$ cat src/rtl/arima_pkg.sv
// Shared types and constants for the ARIMA sequencing controller.
// The order-check feature in arima_seq_ctrl is enabled by defining
// ARIMA_SEQ_CTRL_ORDER_CHK_EN.
package arima_pkg;

    localparam int unsigned MAX_ORDER = 10;

    typedef enum logic [1:0] {
        HOLD   = 2'b00,
        LOAD   = 2'b01,
        UPDATE = 2'b10,
        CLEAR  = 2'b11
    } ctrl_e;

    typedef enum logic [3:0] {
        IDLE,
        CFG,
        WAIT_IN,
        DIFF,
        ARMA,
        INTE,
        OUT,
        NEXT,
        DONE,
        ERR
    } seq_state_e;

    // Registered output bundle; err is handled separately because it only
    // exists when the order check is built in.
    typedef struct packed {
        ctrl_e c_diff;
        ctrl_e c_ar;
        ctrl_e c_ma;
        ctrl_e c_inte;
        logic  sel_inte_in;
        logic  in_ready;
        logic  out_valid;
        logic  busy;
        logic  done;
    } seq_out_t;

    localparam seq_out_t SEQ_OUT_RST = '{
        c_diff:      HOLD,
        c_ar:        HOLD,
        c_ma:        HOLD,
        c_inte:      HOLD,
        sel_inte_in: 1'b1,
        in_ready:    1'b0,
        out_valid:   1'b0,
        busy:        1'b0,
        done:        1'b0
    };

endpackage

$ cat src/rtl/arima_warmup_cnt.sv
// Job bookkeeping for arima_seq_ctrl: captured orders, warm-up length
// W = d + max(p, q), and the accepted-sample counter with its flags.
module arima_warmup_cnt #(
    parameter int unsigned CNT_W     = 16,
    parameter int unsigned MAX_ORDER = 10
) (
    input  logic             clk,
    input  logic             rst,
    input  logic             capture_i,
    input  logic             inc_i,
    input  logic [31:0]      p_i,
    input  logic [31:0]      d_i,
    input  logic [31:0]      q_i,
    input  logic [CNT_W-1:0] n_i,
    output logic             in_warmup_o,
    output logic             last_sample_o,
    output logic             n_zero_o,
    output logic             order_err_o
);
    import arima_pkg::*;

    logic [31:0]      p_q, d_q, q_q;
    logic [CNT_W-1:0] n_q;
    logic [CNT_W-1:0] cnt_q;
    logic [31:0]      w;

    // Capture the job parameters on start; count accepted samples.
    always_ff @(posedge clk or posedge rst) begin
        if (rst) begin
            p_q   <= '0;
            d_q   <= '0;
            q_q   <= '0;
            n_q   <= '0;
            cnt_q <= '0;
        end else if (capture_i) begin
            p_q   <= p_i;
            d_q   <= d_i;
            q_q   <= q_i;
            n_q   <= n_i;
            cnt_q <= '0;
        end else if (inc_i) begin
            cnt_q <= cnt_q + CNT_W'(1);
        end
    end

    // Warm-up length and the flags the sequencer branches on. The counter
    // never wraps because a job has fewer than 2^CNT_W samples.
    always_comb begin
        w             = d_q + ((p_q > q_q) ? p_q : q_q);
        in_warmup_o   = (32'(cnt_q) <= w);
        last_sample_o = (cnt_q == n_q);
        n_zero_o      = (n_q == '0);
        order_err_o   = (p_q > MAX_ORDER) || (q_q > MAX_ORDER) || (d_q > MAX_ORDER);
    end

endmodule

$ cat src/rtl/arima_seq_ctrl.sv
// Sequencer for the ARIMA datapath (diff -> ar/ma -> inte). Outputs are a
// registered Moore decode of the state, so in_valid/out_ready never reach
// the c_* codes combinationally.
// Optional: define ARIMA_SEQ_CTRL_ORDER_CHK_EN to trap p/q/d > MAX_ORDER
// in an ERR state; otherwise err is tied low.
module arima_seq_ctrl #(
    parameter int unsigned CNT_W     = 16,
    parameter int unsigned MAX_ORDER = arima_pkg::MAX_ORDER
) (
    input  logic             clk,
    input  logic             rst,
    input  logic             start,
    input  logic [31:0]      p_order,
    input  logic [31:0]      d_order,
    input  logic [31:0]      q_order,
    input  logic [CNT_W-1:0] n_samples,
    input  logic             in_valid,
    output logic             in_ready,
    output logic             out_valid,
    input  logic             out_ready,
    output logic [1:0]       c_diff,
    output logic [1:0]       c_ar,
    output logic [1:0]       c_ma,
    output logic [1:0]       c_inte,
    output logic             sel_inte_in,
    output logic             busy,
    output logic             done,
    output logic             err
);
    import arima_pkg::*;

    seq_state_e state_q, state_d;
    seq_out_t   out_q;
    logic       in_warmup, last_sample, n_zero, order_err;
    logic       capture, inc;

    assign capture = (state_q == IDLE) && start;
    assign inc     = (state_q == WAIT_IN) && in_valid;

    arima_warmup_cnt #(
        .CNT_W     (CNT_W),
        .MAX_ORDER (MAX_ORDER)
    ) u_warmup_cnt (
        .clk           (clk),
        .rst           (rst),
        .capture_i     (capture),
        .inc_i         (inc),
        .p_i           (p_order),
        .d_i           (d_order),
        .q_i           (q_order),
        .n_i           (n_samples),
        .in_warmup_o   (in_warmup),
        .last_sample_o (last_sample),
        .n_zero_o      (n_zero),
        .order_err_o   (order_err)
    );

    // Output decode for a given state. sel only matters while the integrator
    // updates; the warm-up flag is stable from DIFF through INTE.
    function automatic seq_out_t decode(seq_state_e s, logic warm);
        seq_out_t o;
        o = SEQ_OUT_RST;
        case (s)
            IDLE:    ;
            CFG: begin
                o.c_diff = CLEAR;
                o.c_ar   = CLEAR;
                o.c_ma   = CLEAR;
                o.c_inte = CLEAR;
                o.busy   = 1'b1;
            end
            WAIT_IN: begin
                o.in_ready = 1'b1;
                o.busy     = 1'b1;
            end
            DIFF: begin
                o.c_diff = UPDATE;
                o.busy   = 1'b1;
            end
            ARMA: begin
                o.c_ar        = UPDATE;
                o.c_ma        = UPDATE;
                o.sel_inte_in = warm;
                o.busy        = 1'b1;
            end
            INTE: begin
                o.c_inte      = UPDATE;
                o.sel_inte_in = warm;
                o.busy        = 1'b1;
            end
            OUT: begin
                o.out_valid = 1'b1;
                o.busy      = 1'b1;
            end
            NEXT:    o.busy = 1'b1;
            DONE: begin
                o.done = 1'b1;
                o.busy = 1'b1;
            end
            ERR:     o.busy = 1'b1;
            default: ;
        endcase
        return o;
    endfunction

    // Next-state logic.
    always_comb begin
        state_d = state_q;
        case (state_q)
            IDLE:    if (start) state_d = CFG;
            CFG: begin
                state_d = n_zero ? DONE : WAIT_IN;
`ifdef ARIMA_SEQ_CTRL_ORDER_CHK_EN
                if (order_err) state_d = ERR;
`endif
            end
            WAIT_IN: if (in_valid) state_d = DIFF;
            DIFF:    state_d = ARMA;
            ARMA:    state_d = INTE;
            INTE:    state_d = in_warmup ? NEXT : OUT;
            OUT:     if (out_ready) state_d = NEXT;
            NEXT:    state_d = last_sample ? DONE : WAIT_IN;
            DONE:    state_d = IDLE;
`ifdef ARIMA_SEQ_CTRL_ORDER_CHK_EN
            ERR:     if (start) state_d = IDLE;
`else
            ERR:     state_d = IDLE;
`endif
            default: state_d = IDLE;
        endcase
    end

    // State register with outputs registered from the state being entered.
    always_ff @(posedge clk or posedge rst) begin
        if (rst) begin
            state_q <= IDLE;
            out_q   <= SEQ_OUT_RST;
        end else begin
            state_q <= state_d;
            out_q   <= decode(state_d, in_warmup);
        end
    end

    assign c_diff      = out_q.c_diff;
    assign c_ar        = out_q.c_ar;
    assign c_ma        = out_q.c_ma;
    assign c_inte      = out_q.c_inte;
    assign sel_inte_in = out_q.sel_inte_in;
    assign in_ready    = out_q.in_ready;
    assign out_valid   = out_q.out_valid;
    assign busy        = out_q.busy;
    assign done        = out_q.done;

`ifdef ARIMA_SEQ_CTRL_ORDER_CHK_EN
    logic err_q;

    // Error flag follows entry into and exit from ERR.
    always_ff @(posedge clk or posedge rst) begin
        if (rst) err_q <= 1'b0;
        else     err_q <= (state_d == ERR);
    end

    assign err = err_q;
`else
    logic unused_order_err;
    assign unused_order_err = order_err;
    assign err              = 1'b0;
`endif

endmodule
$ cat config.mk
export PLATFORM = sky130hd
export DESIGN_NAME = arima_seq_ctrl
export DESIGN_NICKNAME = d
export VERILOG_FILES = /design/src/rtl/arima_pkg.sv /design/src/rtl/arima_warmup_cnt.sv /design/src/rtl/arima_seq_ctrl.sv
export SDC_FILE = /design/constraint.sdc
export NUM_CORES = 1
export LEC_CHECK = 0
export BUFFER_PORTS_ARGS = -buffer_cell sky130_fd_sc_hd__buf_2
export CORE_MARGIN = 10
export CORE_UTILIZATION = 32
export DETAILED_ROUTE_END_ITERATION = 8
export PLACE_DENSITY_LB_ADDON = 0.1
export SLEW_MARGIN = 10
export SYNTH_ARGS = -nofsm -noshare
export SYNTH_HDL_FRONTEND = slang
export SYNTH_SLANG_ARGS = --single-unit
$ cat constraint.sdc
create_clock -name clk -period 6.6 [get_ports clk]
set_input_delay 0 -clock clk [delete_from_list [all_inputs] [get_ports clk]]
set_output_delay 0 -clock clk [all_outputs]
set_load 0.02 [all_outputs]
After elaboration in Yosys (flattened, before gate mapping). Index checks and enable logic that the tools add are counted.

Register bits after elaboration: 145. Input port bits: 117. Output and inout bits: 14. Logic and storage cells: 61.

Add/subtract/negate cells: 2. Order comparisons: 2. Eq/ne operators: 17. Multiplexer cells: 18. Reductions and logical operators: 7.

Operators by type and width (count): $add A32 B32 Y32 (1); $eq A4 B3 Y1 const B (8); $gt A32 B32 Y1 (1); $le A16 B32 Y1 (1); $mux W16 (2); $mux W32 (1); $pmux W4 S8 (1); $mux W4 (5); $add A16 B1 Y16 const B (1); $eq A16 B16 Y1 (1); $eq A4 B2 Y1 const B (4); $logic_not A16 Y1 (1); $reduce_or A9 Y1 (1); $eq A4 B1 Y1 const B (2); $eq A4 B4 Y1 const B (2); $pmux W2 S2 (2); $pmux W4 S2 (1); $mux W1 (6); $logic_not A4 Y1 (1); $logic_and A1 B1 Y1 (2); $reduce_bool A2 Y1 (1); $reduce_or A2 Y1 (1).

Longest topological paths before layout.
Depth in word-level cells: 9. Depth in mapped cells: 28. Depth with buffers taken out: 27.

Cells and area by module. From an unflattened synthesis, not the netlist that was laid out.

Cells, all modules: 928. Area, all modules: 9221.3 sq um.

Modules (own cells, without submodules): arima_warmup_cnt (times used 1, cells each 871, area each 8598.2 sq um, seq. area each 3203.1 sq um); arima_seq_ctrl (times used 1, cells each 57, area each 623.1 sq um, seq. area each 351.6 sq um).

Worst setup path after synthesis. OpenSTA, ideal clock, no wires.

Path kind: flip-flop to flip-flop. Start point: register u_warmup_cnt.q_q[25]. End point: register out_q, in the netlist out_valid. Library setup time: 0.118 ns. Arrival time: 5.919 ns. Slack: 0.563 ns. Stages on the path, launching flop included: 28. Buffers on the path: 1. Cell sequence: dfrtp_1 inv_1 ha_1 a21o_1 a221o_1 a221oi_4 and3_2 nand2_1 nand2_1 buf_1 mux2_2 ha_1 o211ai_1 o21ai_0 o2bb2ai_1 a41oi_1 o21bai_1 xnor2_1 ha_1 nand4_1 nor3_1 a21boi_0 or4b_2 o211ai_1 a2111oi_0 o2111a_1 o2111a_1 a21o_1.

Word-level cells in the longest chain between the ends: 8.

RTL lines: start: declaration (line arima_warmup_cnt.sv:22) `logic [31:0] p_q, d_q, q_q;`; start signal: assignment (line arima_warmup_cnt.sv:38) `q_q <= q_i;`; $gt A32 B32 Y1 (line arima_warmup_cnt.sv:49) `w = d_q + ((p_q > q_q) ? p_q : q_q);`; $mux W32 (*) (line arima_warmup_cnt.sv:49); $add A32 B32 Y32 (*) (line arima_warmup_cnt.sv:49); $le A16 B32 Y1 (*) (line arima_warmup_cnt.sv:50) `in_warmup_o = (32'(cnt_q) <= w);`; $mux W1 (*) (line arima_seq_ctrl.sv:120) `INTE: state_d = in_warmup ? NEXT : OUT;`; $pmux W4 S8 (*) (line arima_seq_ctrl.sv:109) `case (state_q)`; $eq A4 B3 Y1 (*) (line arima_seq_ctrl.sv:63) `case (s)`; $mux W1 (*) (line arima_seq_ctrl.sv:63); end signal: assignment (line arima_seq_ctrl.sv:140) `out_q <= decode(state_d, in_warmup);`; end: declaration (line arima_seq_ctrl.sv:33) `seq_out_t out_q;`.

Every way passes the cells marked *; elsewhere a longest branch is shown, timed or not. A chain may end at the register's enable or synchronous reset.

Worst setup path in the final report.
Start point: register u_warmup_cnt.q_q[27]. End point: register state_q[0].

Word-level cells in the longest chain between the ends: 6.

RTL lines: $gt A32 B32 Y1 (line arima_warmup_cnt.sv:49); $mux W32 (*) (line arima_warmup_cnt.sv:49); $add A32 B32 Y32 (*) (line arima_warmup_cnt.sv:49); $le A16 B32 Y1 (*) (line arima_warmup_cnt.sv:50); $mux W1 (*) (line arima_seq_ctrl.sv:120); $pmux W4 S8 (*) (line arima_seq_ctrl.sv:109); via state_d[0] (line arima_seq_ctrl.sv:32) `seq_state_e state_q, state_d;`; end signal: assignment (line arima_seq_ctrl.sv:139) `state_q <= state_d;`; end: declaration (line arima_seq_ctrl.sv:32).

Mark *: on every way through the listed nets, which the timed path passes. The rest lies on a longest branch.

==> out/results.tsv <==
metric	value	unit
Tot GR Track Use	15.45	%
Final Critical Period	6.170	ns
post-CTS setup buffer count	0	
clock tree buffer depth	2	
H-Tree Depth	4	
die height	190.0	um
PortBufs	129	
EDFF count, synth	0	
clock skew	0.01036	ns
Min-Delay Path Class	in2reg	
synthesis-to-finish area growth	30.76	%
CTS tree	built	
Gate power share	65.6	%
core outline area	0.02863	mm^2
VDD IR-drop max	0.2221	mV
CP required	6.90	ns
Final Hold Viols	0	
routed via count	8249	
Sink Count	141	
maximum achievable frequency	0.1621	GHz
setup violators final	0	
Setup CP Type	reg2reg	
Net Count, Synth	1292	
vias per cell	4.810	
largest net degree at the start of global routing	85	
YS warnings	0	
Internal Power	3822	uW
site row count	62	
sequential share of power	20.6	%
antenna violations before repair	0	
CP startpoint kind	flop	
Cell Count, Final, Fillers Out	1715	
Synth Instances	1094	
Mean Syn Cell Area	8.458	um^2
headroom to the max-slew limit	36.20	%
final WL	27.43	mm
sequential share of the synthesized area	38.15	%
# DRC	0	
Die Wd	190.0	um
max-cap violations	0	
HPWL after DPL	20.12	mm
Main synth FF type	dfrtp_1	
Finished Core Util	42.27	%
TritonCTS buffer count	17	
DRT iter0 DRCs	416	
Initial Util	32.32	%
drt first pass iters	6	
Post-synth ARST share	100.0	%
area of the mapped netlist	0.009253	mm^2
GPL Wtd Cong	0.8275	
status	completed	
CTS clk-pin slew, worst paths	0.07	ns
CP Capture Type	flop	
Placed Cells	1568	
total negative slack	0	ns
post-route setup slack	0.4302	ns
most common cell after layout, fill and taps aside	nand2_1	
Final #Nets	1516	
period utilisation layout	93.48	%
pins over their slew limit	0	
most frequent cells in the layout	317 x nand2_1, 140 x dfrtp_1, 129 x buf_2	
remaining global-route overflow	0	
I/O pin cnt	131	
Sw Share	48.15	%
vias in the first global route	8543	
CP arrival	6.47	ns
switching power	3550	uW
distinct cell type count after synthesis	69	
first-pass GRT wire length	45.34	mm
clock network power share	13.8	%
Clock Latency Late Sink	0.43	ns
Leakage	0.006004	uW
Crit Path Max Fanout	8	
pre-CTS setup slack	0.07185	ns
register bit count reported by yosys	141	
full die area	0.03612	mm^2
post-route ant nets	0	
pwr dens	609.3	mW/mm^2
clk root buf	clkbuf_16	
routed len/inst	16.00	um
total power	7372	uW
Worst-Margin Slew	0.9570	ns
share of cells above drive strength 1	17.21	%
ant diodes	0	
==> path summary, 6_finish.rpt <==
path	start	endpoint	slack (ns)	cells after the start
max in group asynchronous	rst	u_warmup_cnt.q_q[10]	5.01	4
hold reg to reg	u_warmup_cnt.d_q[19]	u_warmup_cnt.d_q[19]	0.48	2
min in group asynchronous	rst	c_ar[1]	0.21	3
setup reg to reg	u_warmup_cnt.q_q[27]	state_q[0]	0.43	26
setup / recovery	u_warmup_cnt.q_q[27]	state_q[0]	0.43	26
hold / removal	in_valid	u_warmup_cnt.cnt_q[0]	0.09	4
==> cell usage after synthesis (all sizes together), types with 7 or more instances <==
cell type    n  area share [%]
nand2b       7            0.47
xor2        34             3.2
a21o        27             2.2
nand4       23             1.6
o211ai       9            0.73
nor3        13            0.70
nor2        35             1.4
o21ai       60             3.2
buf         12            0.70
a21oi       50             2.7
clkbuf      40             1.6
and3         9            0.62
mux2        33             4.1
and2         8            0.54
nor2b        7            0.47
nor4        15             1.1
inv         48             1.9
dfrtp      140              38
nand3       23             1.2
xnor2       14             1.3
a211oi       8            0.65
ha          80              11
nand2      318              13
==> state kept, by name, indices dropped and copies added (netlist names) <==
name	flops
u_warmup_cnt.q_q	32
u_warmup_cnt.cnt_q	16
state_q	4
c_inte	2
u_warmup_cnt.p_q	32
sel_inte_in	1
c_ar	1
done	1
busy	1
out_valid	1
in_ready	1
u_warmup_cnt.n_q	16
c_diff	1
u_warmup_cnt.d_q	32
==> final cells by class <==
class | instances | area [um^2]
multi-input combinational | 853 | 5398
tap | 384 | 480.5
fill | 2895 | 16530
clock inverter | 14 | 180.2
timing repair buffer | 257 | 1894
inverter | 48 | 187.7
clock buffer | 18 | 429.2
sequential | 141 | 3530
==> routing by layer <==
metal	GRT usage (%)	vias to the layer above	share of wire, %
li1	-	4219	-
met1	21.97	3870	52
met2	23.47	144	44
met3	2.948	16	3.4
met4	3.907	0	0.87
met5	0	-	0
==> timing repair <==
| action | 4_1_cts | 5_1_grt |
|---|---|---|
| hold buffers | 115 | 0 |
| endpoints found under the hold margin | 187 | 0 |
| setup endpoints to repair | 0 | 3 |
| gates resized for setup | 0 | 16 |
==> kinds of logic after synthesis <==
logic type / after synthesis / share of synthesized area, %
simple gates: 481 / 23.11
compound gates: 203 / 14.14
flops: 141 / 38.15
buf+inv: 100 / 4.273
fa+ha+maj: 81 / 11.03
xor+xnor: 48 / 4.544
mux: 39 / 4.706
other cells: 1 / 0.04053
==> power by group through the flow <==
stage / sequential, uW / combinational [uW] / clock [uW]
final: 1520 / 4840 / 1020
after global routing: 1570 / 5450 / 1090
after CTS: 1520 / 4780 / 1050
after detailed placement: 1530 / 4680 / 0
after global placement: 1530 / 4690 / 0
after floorplan: 1440 / 3510 / 0
==> per-stage QoR <==
step,hold slack [ns],cell area [um^2]
finish,0.08773,12100
global route,0.1023,12100
CTS,0.06851,12040
detailed placement,0.1675,10280
global placement,0.1768,10280
floorplan,0.1054,9253
==> worst max-delay path, cell delays in order, from the launching register on <==
cell and delay (ns):
dfrtp_1 0.35, inv_1 0.06, ha_1 0.30, and2_1 0.17, a221o_1 0.33, a221oi_4 0.42
and3_2 0.26, nand2_1 0.08, nand2_4 0.16, buf_4 0.19, mux2_2 0.36, ha_2 0.39
and3_1 0.22, o2bb2ai_2 0.19, a41oi_2 0.20, o21bai_1 0.21, xnor2_1 0.10, ha_1 0.32
nand4_1 0.18, nor3_2 0.26, a21boi_0 0.19, or4b_2 0.16, o211ai_1 0.08, a2111oi_1 0.28
o2111a_1 0.26, o2111a_1 0.23, o21ai_1 0.09
Note: power is estimated with default switching activity, not from simulation.
